==> config.mk <==
export PLATFORM = sky130hd
export DESIGN_NAME = mem_port_arbiter
export DESIGN_NICKNAME = d
export VERILOG_FILES = /design/src/rtl/mem_port_arbiter_pkg.sv /design/src/rtl/rr_arbiter2.sv /design/src/rtl/mem_port_arbiter.sv
export SDC_FILE = /design/constraint.sdc
export NUM_CORES = 1
export LEC_CHECK = 0
export BUFFER_PORTS_ARGS = -buffer_cell sky130_fd_sc_hd__buf_2
export CAP_MARGIN = 20
export CORE_ASPECT_RATIO = 0.7
export CORE_UTILIZATION = 40
export DETAILED_ROUTE_END_ITERATION = 8
export GPL_TIMING_DRIVEN = 0
export PLACE_DENSITY = 0.73
export REMOVE_ABC_BUFFERS = 1
export SETUP_SLACK_MARGIN = 0.02
export SYNTH_ARGS = -nofsm -noshare
export SYNTH_HDL_FRONTEND = slang
export SYNTH_SLANG_ARGS = --single-unit
==> constraint.sdc <==
create_clock -name clk -period 3.1 [get_ports clk]
set_input_delay 0.155 -clock clk [delete_from_list [all_inputs] [get_ports clk]]
set_output_delay 0.155 -clock clk [all_outputs]
set_load 0.05 [all_outputs]
==> src/rtl/mem_port_arbiter_pkg.sv <==
// rtl/mem_port_arbiter_pkg.sv - shared FSM state type and default memory depth
package mem_port_arbiter_pkg;

  typedef enum logic [1:0] {
    IDLE   = 2'd0,
    ACCESS = 2'd1,
    RESP   = 2'd2
  } state_t;

  localparam int DEFAULT_DEPTH = 512;

endpackage

==> src/rtl/rr_arbiter2.sv <==
// rtl/rr_arbiter2.sv - two-way round-robin grant; a tie goes to the requester not granted last
module rr_arbiter2 (
  input  logic       valid0,
  input  logic       valid1,
  input  logic       last_grant,
  output logic [1:0] grant
);

  always_comb begin
    grant = 2'b00;
    if (valid0 && valid1) begin
      grant = last_grant ? 2'b01 : 2'b10;
    end else begin
      grant = {valid1, valid0};
    end
  end

endmodule

==> src/rtl/mem_port_arbiter.sv <==
// rtl/mem_port_arbiter.sv - two-requester arbiter in front of a single-port data memory
module mem_port_arbiter
  import mem_port_arbiter_pkg::*;
#(
  parameter int DATA_W = 32,
  parameter int ADDR_W = 32,
  parameter int DEPTH  = DEFAULT_DEPTH
) (
  input  logic              clk,
  input  logic              reset,
  input  logic              req0_valid,
  output logic              req0_ready,
  input  logic              req0_write,
  input  logic [ADDR_W-1:0] req0_addr,
  input  logic [DATA_W-1:0] req0_wdata,
  input  logic              req1_valid,
  output logic              req1_ready,
  input  logic              req1_write,
  input  logic [ADDR_W-1:0] req1_addr,
  input  logic [DATA_W-1:0] req1_wdata,
  output logic              rsp0_valid,
  output logic [DATA_W-1:0] rsp0_rdata,
  output logic              rsp0_err,
  output logic              rsp1_valid,
  output logic [DATA_W-1:0] rsp1_rdata,
  output logic              rsp1_err,
  output logic              mem_MemWrite,
  output logic              mem_MemRead,
  output logic [ADDR_W-1:0] mem_address,
  output logic [DATA_W-1:0] mem_writeData,
  input  logic [DATA_W-1:0] mem_readData,
  output logic              busy
);

  // One extra bit so DEPTH == 2**ADDR_W still compares correctly.
  localparam logic [ADDR_W:0] DEPTH_LIM = (ADDR_W+1)'(DEPTH);

  state_t            state;
  state_t            state_nxt;
  logic [1:0]        grant;
  logic              last_grant;
  logic              lat_id;
  logic              lat_write;
  logic [ADDR_W-1:0] lat_addr;
  logic [DATA_W-1:0] lat_wdata;
  logic [DATA_W-1:0] rdata_q;
  logic              err_q;
  logic              in_range;

  assign in_range = ({1'b0, lat_addr} < DEPTH_LIM);

  rr_arbiter2 u_rr (
    .valid0     (req0_valid),
    .valid1     (req1_valid),
    .last_grant (last_grant),
    .grant      (grant)
  );

  always_ff @(posedge clk or posedge reset) begin
    if (reset) begin
      state <= IDLE;
    end else begin
      state <= state_nxt;
    end
  end

  always_comb begin
    state_nxt = state;
    case (state)
      IDLE:    if (|grant) state_nxt = ACCESS;
      ACCESS:  state_nxt = RESP;
      RESP:    state_nxt = IDLE;
      default: state_nxt = IDLE;
    endcase
  end

  always_comb begin
    req0_ready    = 1'b0;
    req1_ready    = 1'b0;
    rsp0_valid    = 1'b0;
    rsp0_rdata    = '0;
    rsp0_err      = 1'b0;
    rsp1_valid    = 1'b0;
    rsp1_rdata    = '0;
    rsp1_err      = 1'b0;
    mem_MemWrite  = 1'b0;
    mem_MemRead   = 1'b0;
    mem_address   = '0;
    mem_writeData = '0;
    busy          = (state != IDLE);
    case (state)
      // Ready is gated by reset so every output reads 0 while reset is held.
      IDLE: if (!reset) {req1_ready, req0_ready} = grant;
      ACCESS: begin
        mem_MemWrite  = lat_write && in_range;
        mem_MemRead   = !lat_write && in_range;
        mem_address   = lat_addr;
        mem_writeData = lat_wdata;
      end
      RESP: begin
        if (lat_id) begin
          rsp1_valid = 1'b1;
          rsp1_rdata = rdata_q;
          rsp1_err   = err_q;
        end else begin
          rsp0_valid = 1'b1;
          rsp0_rdata = rdata_q;
          rsp0_err   = err_q;
        end
      end
      default: ;
    endcase
  end

  always_ff @(posedge clk or posedge reset) begin
    if (reset) begin
      last_grant <= 1'b1;
      lat_id     <= 1'b0;
      lat_write  <= 1'b0;
      lat_addr   <= '0;
      lat_wdata  <= '0;
      rdata_q    <= '0;
      err_q      <= 1'b0;
    end else begin
      case (state)
        IDLE: begin
          if (|grant) begin
            lat_id    <= grant[1];
            lat_write <= grant[1] ? req1_write : req0_write;
            lat_addr  <= grant[1] ? req1_addr  : req0_addr;
            lat_wdata <= grant[1] ? req1_wdata : req0_wdata;
          end
        end
        ACCESS: begin
          err_q   <= !in_range;
          rdata_q <= (in_range && !lat_write) ? mem_readData : '0;
        end
        RESP: last_grant <= lat_id;
        default: ;
      endcase
    end
  end

endmodule

==> results.sh, run 1 <==
export IMPL_status="finished clean"
export IMPL_min_path_type="input port to flip-flop"
export IMPL_synth_area_leader_cell="dfrtp_1"
export IMPL_yosys_area_share_simple_pct=21.2
export IMPL_clkSinkCount=102
export IMPL_regArea_um2=2550
export IMPL_synthCells=532
export IMPL_skew_ns=0.0113
export IMPL_via_per_inst=4.91
export IMPL_vdd_drop_max_mv=0.510
export IMPL_drt_pre_antenna_iters=4
export IMPL_yosysTopAreaCellShare_pct=43.6
export IMPL_path_max_fanout=68
export IMPL_setup_viol=0
export IMPL_synth_most_common_cell="and2_1"
export IMPL_yosys_area_share_adder_pct=0
export IMPL_synth_area_mux_share_pct=25.2
export IMPL_yosysSeqAreaShare_pct=44.1
export IMPL_synth_edf_count=0
export IMPL_maxCapViolCount=0
export IMPL_htreeDepth=3
export IMPL_antennaDiodeCount=0
export IMPL_powerDensity_nw_per_um2=898
export IMPL_fmax_ghz=0.343
export IMPL_crit_type="flip-flop to primary output"
export IMPL_instances_no_fill=1008
export IMPL_grt_ovfl_total=0
export IMPL_cts_tree="yes"
export IMPL_synth_ff_type="dfrtp_1"
export IMPL_syn_area_um2=5800
export IMPL_drive_gt1_share_pct=54.2
export IMPL_grt_max_degree=69
export IMPL_totalWireLength_um=15500
export IMPL_cts_root_buf="clkbuf_16"
export IMPL_nFillCells=1238
export IMPL_slew_headroom_pct=35.3
export IMPL_yosysWarnings=0
export IMPL_clk_latency_ns=0.34
export IMPL_die_y_um=103
export IMPL_dp_slack_ns=-0.813
export IMPL_clk_pin_slew_ns=0.08
export IMPL_gp_congestion=0.779
export IMPL_clock_path_buffers=2
export IMPL_avgRoutedWirePerCell_um=15.4
export IMPL_synth_area_leaders="dfrtp_1 44%, mux2_2 20%, and2_1 14%"
export IMPL_area_growth_pct=36.1
export IMPL_grt_antenna_before_repair=0
export IMPL_setup_slack_ns=0.184
export IMPL_grt_pass1_wl_um=24300
export IMPL_synth_compound_area_share_pct=5.01
export IMPL_antenna_left=0
export IMPL_finalMaxSlewViolations=0
export IMPL_avgSynthCellArea_um2=10.9
export IMPL_start_util_pct=41.4
export IMPL_grt_use_total_pct=20.3
export IMPL_crit_path_start_kind="flip-flop"
export IMPL_dp_hpwl_um=11300
export IMPL_multi_input_area_um2=3030
export IMPL_required_ns=2.94
export IMPL_rsz0062_at_grt="false"
export IMPL_fin_crit_sh_pct=94.1
export IMPL_fin_crit_ns=2.92
export IMPL_p_leak_nw=3.96
export IMPL_hold_slack_ns=0.0721
export IMPL_fin_area_um2=7890
export IMPL_fp_row_count=36
export IMPL_r2r_slack_ns=0.82
export IMPL_grt_pass1_vias=4730
export IMPL_dpl_cell_area_um2=7530
export IMPL_synth_top_family_by_area="multiplexers"
export IMPL_io_buffers=302
export IMPL_final_core_util_pct=56.3
export IMPL_synthArstFlopShare_pct=100
export IMPL_arrival_ns=2.76
export IMPL_final_hold_violation_count=0
export IMPL_die_area_um2=15000
export IMPL_fp_coreArea_um2=14000
export IMPL_synth_seq_cells=102
export IMPL_die_width_um=146
export IMPL_drc=0
export IMPL_synth_distinct_cells=32
export IMPL_cts_buffers=9
export IMPL_worstMarginPinSlew_ns=0.965
export IMPL_end_kind="primary output"
export IMPL_dp_cells=990
export IMPL_synthXorXnorAreaFrac_pct=0
export IMPL_io_pins=303
export IMPL_final_nets=979
export IMPL_yosys_top_cells_count="130 x and2_1, 101 x dfrtp_1, 101 x mux2_2"
export IMPL_vias=4945
export IMPL_drtIter0Drc=194
cells in the final DEF, fill, tap and decap left out, types with 3 or more instances in the layout:
master	n
inv_1	3
clkinv_4	3
buf_8	3
buf_16	4
nor4_2	3
dfrtp_1	101
clkbuf_16	9
nand3_1	32
buf_2	302
nor2_2	3
o31ai_1	32
nand2_1	34
mux2_1	27
and2_1	130
nor4_1	4
inv_8	3
mux2_2	101
critical path: stages (launching register included):
cell	delay (ns)
dfrtp_1	0.40
nand2b_2	0.33
buf_16	0.24
inv_8	0.23
nand4_4	0.34
nor4_1	0.46
buf_2	0.34
final timing paths:
kind,from,to,cells after the start
worst min-delay path,mem_readData[21],rdata_q[21],3
worst max register to register,state[1],rdata_q[0],5
min in group asynchronous,reset,rdata_q[22],3
worst min register to register,rdata_q[23],rdata_q[23],2
worst max-delay path,state[1],mem_MemRead,6
max in group asynchronous,reset,last_grant,4
flip-flops by register name, summed over array words and instances, names as in the netlist:
| register | count |
|---|---|
| state | 2 |
| rdata_q | 32 |
| lat_write | 1 |
| lat_wdata | 32 |
| lat_addr | 32 |
| last_grant | 1 |
| lat_id | 1 |
| err_q | 1 |
final cells by class:
class                   instances  area share [%]
clock buffers                  10            3.03
clock inverters                 6           0.999
inverters                       6           0.412
multi-input cells             382            38.4
flip-flops and latches        102            32.4
well taps                     190            3.01
repair buffers                312            21.8
what timing repair did:
action                     CTS  global route
pin swaps                    1             0
gates resized for setup      4             1
setup endpoints to repair   35             2
gates cloned                 1             0
setup buffers                0             0
hold endpoints to repair    41             0
hold buffers                 1             0
layer usage:
layer	GRT usage [%]	vias to the layer above	share of wire (%)
met4	4.94	0	1.4
met1	27.4	2339	45
met3	4.96	19	6.5
met2	33.3	188	47
li1	-	2399	-
met5	0	-	0
logic make-up after synthesis:
family | after synthesis
AND/OR/NAND/NOR | 213
buffers and inverters | 49
multiplexers | 130
flip-flops | 102
AO/OA/AOI/OAI | 38
power breakdown:
part	internal [mW]	leakage [nW]	switching, mW
Clock	0.664	0.157	0.521
Sequential	1.81	1.26	0.298
Combinational	1.33	2.54	2.47
per-stage QoR:
step	total power, mW	setup TNS (ns)
global placement	5.75	-183.04
CTS	7.17	0
detailed placement	5.92	-11.06
finish	7.08	0
global route	7.49	0
floorplan	4.86	-2.22
Note: power is estimated with default switching activity, not from simulation.
==> inputs of run 2 (changes only) <==
Settings changed: CORE_ASPECT_RATIO 0.7 to 1.2.
==> run 2 against run 1 <==
Against the previous run:
- the run now ends with design-rule violations left
- first-iteration DRC count increased by 23%
- via count up 1.2%
- final cell count fell by 2.0%
- clock skew decreased by 0.0035 ns
- design area down 0.43%
- core utilization fell by 0.19 points
- die area is essentially flat
- routed wire length grew 7.3%
- clock power decreased by 5%
- critical path type unchanged
- highest routed layer unchanged
==> results.sh, run 2 (synthesized netlist as in run 1, its figures left out) <==
export IMPL_via_per_inst=5.07
export IMPL_cts_tree="yes"
export IMPL_io_buffers=302
export IMPL_fin_crit_sh_pct=94.3
export IMPL_antennaDiodeCount=0
export IMPL_final_hold_violation_count=0
export IMPL_worstMarginPinSlew_ns=0.966
export IMPL_dp_hpwl_um=12100
export IMPL_required_ns=2.94
export IMPL_violations="design-rule violations"
export IMPL_grt_antenna_before_repair=0
export IMPL_dp_slack_ns=-0.950
export IMPL_grt_ovfl_total=0
export IMPL_crit_type="flip-flop to primary output"
export IMPL_start_util_pct=41.4
export IMPL_vias=5005
export IMPL_grt_pass1_wl_um=25900
export IMPL_mostFrequentLayoutCells="302 x buf_2, 130 x and2_1, 101 x mux2_2, 101 x dfrtp_1, 34 x nand2_1"
export IMPL_power_switching_share_pct=46.6
export IMPL_drt_pre_antenna_iters=6
export IMPL_cts_setup_buffers=0
export IMPL_area_growth_pct=35.5
export IMPL_rsz0062_at_grt="false"
export IMPL_fp_row_count=47
export IMPL_slew_headroom_pct=35.2
export IMPL_largestRegisters="lat_addr x32, lat_wdata x32, rdata_q x32"
export IMPL_dp_cells=971
export IMPL_power_internal_mw=3.78
export IMPL_hold_slack_ns=0.0665
export IMPL_drtIter0Drc=238
export IMPL_gp_congestion=0.825
export IMPL_powerDensity_nw_per_um2=900
export IMPL_finalMaxSlewViolations=0
export IMPL_cts_root_buf="clkbuf_16"
export IMPL_vdd_drop_max_mv=0.483
export IMPL_setup_viol=0
export IMPL_grt_use_total_pct=22.4
export IMPL_drive_gt1_share_pct=54.1
export IMPL_fp_coreArea_um2=14000
export IMPL_drc=24
export IMPL_io_pins=303
export IMPL_end_kind="primary output"
export IMPL_skew_ns=0.00777
export IMPL_p_leak_nw=3.95
export IMPL_htreeDepth=3
export IMPL_clk_latency_ns=0.35
export IMPL_avgRoutedWirePerCell_um=16.8
export IMPL_fin_crit_ns=2.92
export IMPL_min_path_type="input port to flip-flop"
export IMPL_maxCapViolCount=0
export IMPL_clock_path_buffers=2
export IMPL_clkPwrFrac_pct=16.0
export IMPL_final_common_cell="buf_2"
export IMPL_instances_no_fill=988
export IMPL_die_width_um=112
export IMPL_multi_input_area_um2=3040
export IMPL_grt_pass1_vias=5001
export IMPL_finalPower_mw=7.07
export IMPL_nFillCells=1231
export IMPL_die_y_um=134
export IMPL_crit_path_start_kind="flip-flop"
export IMPL_setup_slack_ns=0.177
export IMPL_fmax_ghz=0.342
export IMPL_totalWireLength_um=16600
export IMPL_grt_max_degree=69
export IMPL_path_max_fanout=68
export IMPL_cts_buffers=9
export IMPL_antenna_left=0
export IMPL_p_comb_share_pct=54.3
export IMPL_clkSinkCount=102
export IMPL_arrival_ns=2.77
export IMPL_final_nets=979
export IMPL_clk_pin_slew_ns=0.07
export IMPL_status="complete, but fails checks"
export IMPL_p_seq_share_pct=29.6
export IMPL_die_area_um2=15000
export IMPL_switchingPower_mw=3.30
export IMPL_regArea_um2=2550
[run 2: cell count changes in the layout (fill, tap and decap cells not counted), sizes merged]
cell	before	now
clkinv	4	3
inv	7	6
clkinvlp	0	1
[run 2: worst paths after layout]
path / start / to / slack (ns) / cells past startpoint
worst max-delay path: state[1] / mem_MemWrite / 0.18 / 6
worst max register to register: state[1] / rdata_q[12] / 0.78 / 5
worst min-delay path: mem_readData[22] / rdata_q[22] / 0.07 / 3
max in group asynchronous: reset / last_grant / 1.90 / 4
min in group asynchronous: reset / rdata_q[6] / 0.48 / 3
worst min register to register: rdata_q[13] / rdata_q[13] / 0.49 / 2
[run 2: layout make-up]
cell class | instances | share of cell area, %
well taps | 171 | 2.72
clock inverters | 5 | 0.764
inverters | 6 | 0.414
multi-input cells | 382 | 38.7
repair buffers | 312 | 22.0
clock buffers | 10 | 2.91
flip-flops and latches | 102 | 32.5
[run 2: per-layer routing]
layer  GRT usage, %  routed length (um)
met1           26.4                6540
met4           8.56                 375
met2           39.8                8390
met5              0                   0
met3           4.88                1330
[run 2: stage by stage]
| step | TNS [ns] | utilization, % | instance area, um^2 |
|---|---|---|---|
| floorplan | -2.22 | - | 5560 |
| global placement | -195.59 | 52.0 | 7280 |
| detailed placement | -15.73 | 53.7 | 7520 |
| CTS | 0 | 56.1 | 7850 |
| global route | 0 | 56.1 | 7860 |
| finish | 0 | 56.1 | 7860 |
[run 2: repair_timing]
action / CTS / global route
hold buffers: 1 / 0
gates resized for setup: 5 / 1
setup endpoints to repair: 35 / 1
pin swaps: 1 / 0
endpoints found under the hold margin: 50 / 0
cloned: 1 / 0
[run 2: power groups by stage]
stage	sequential (mW)	combinational, mW	clock, mW
floorplan	2.02	2.84	0
global placement	2.08	3.68	0
detailed placement	2.12	3.83	0
CTS	2.10	3.88	1.16
global route	2.16	4.06	1.21
finish	2.10	3.84	1.13
[run 2: critical path: stages, from the launching register on]
cell      delay (ns)
dfrtp_1         0.40
nand2b_2        0.38
buf_16          0.26
inv_8           0.25
nand4_4         0.36
nor4_2          0.40
buf_2           0.33
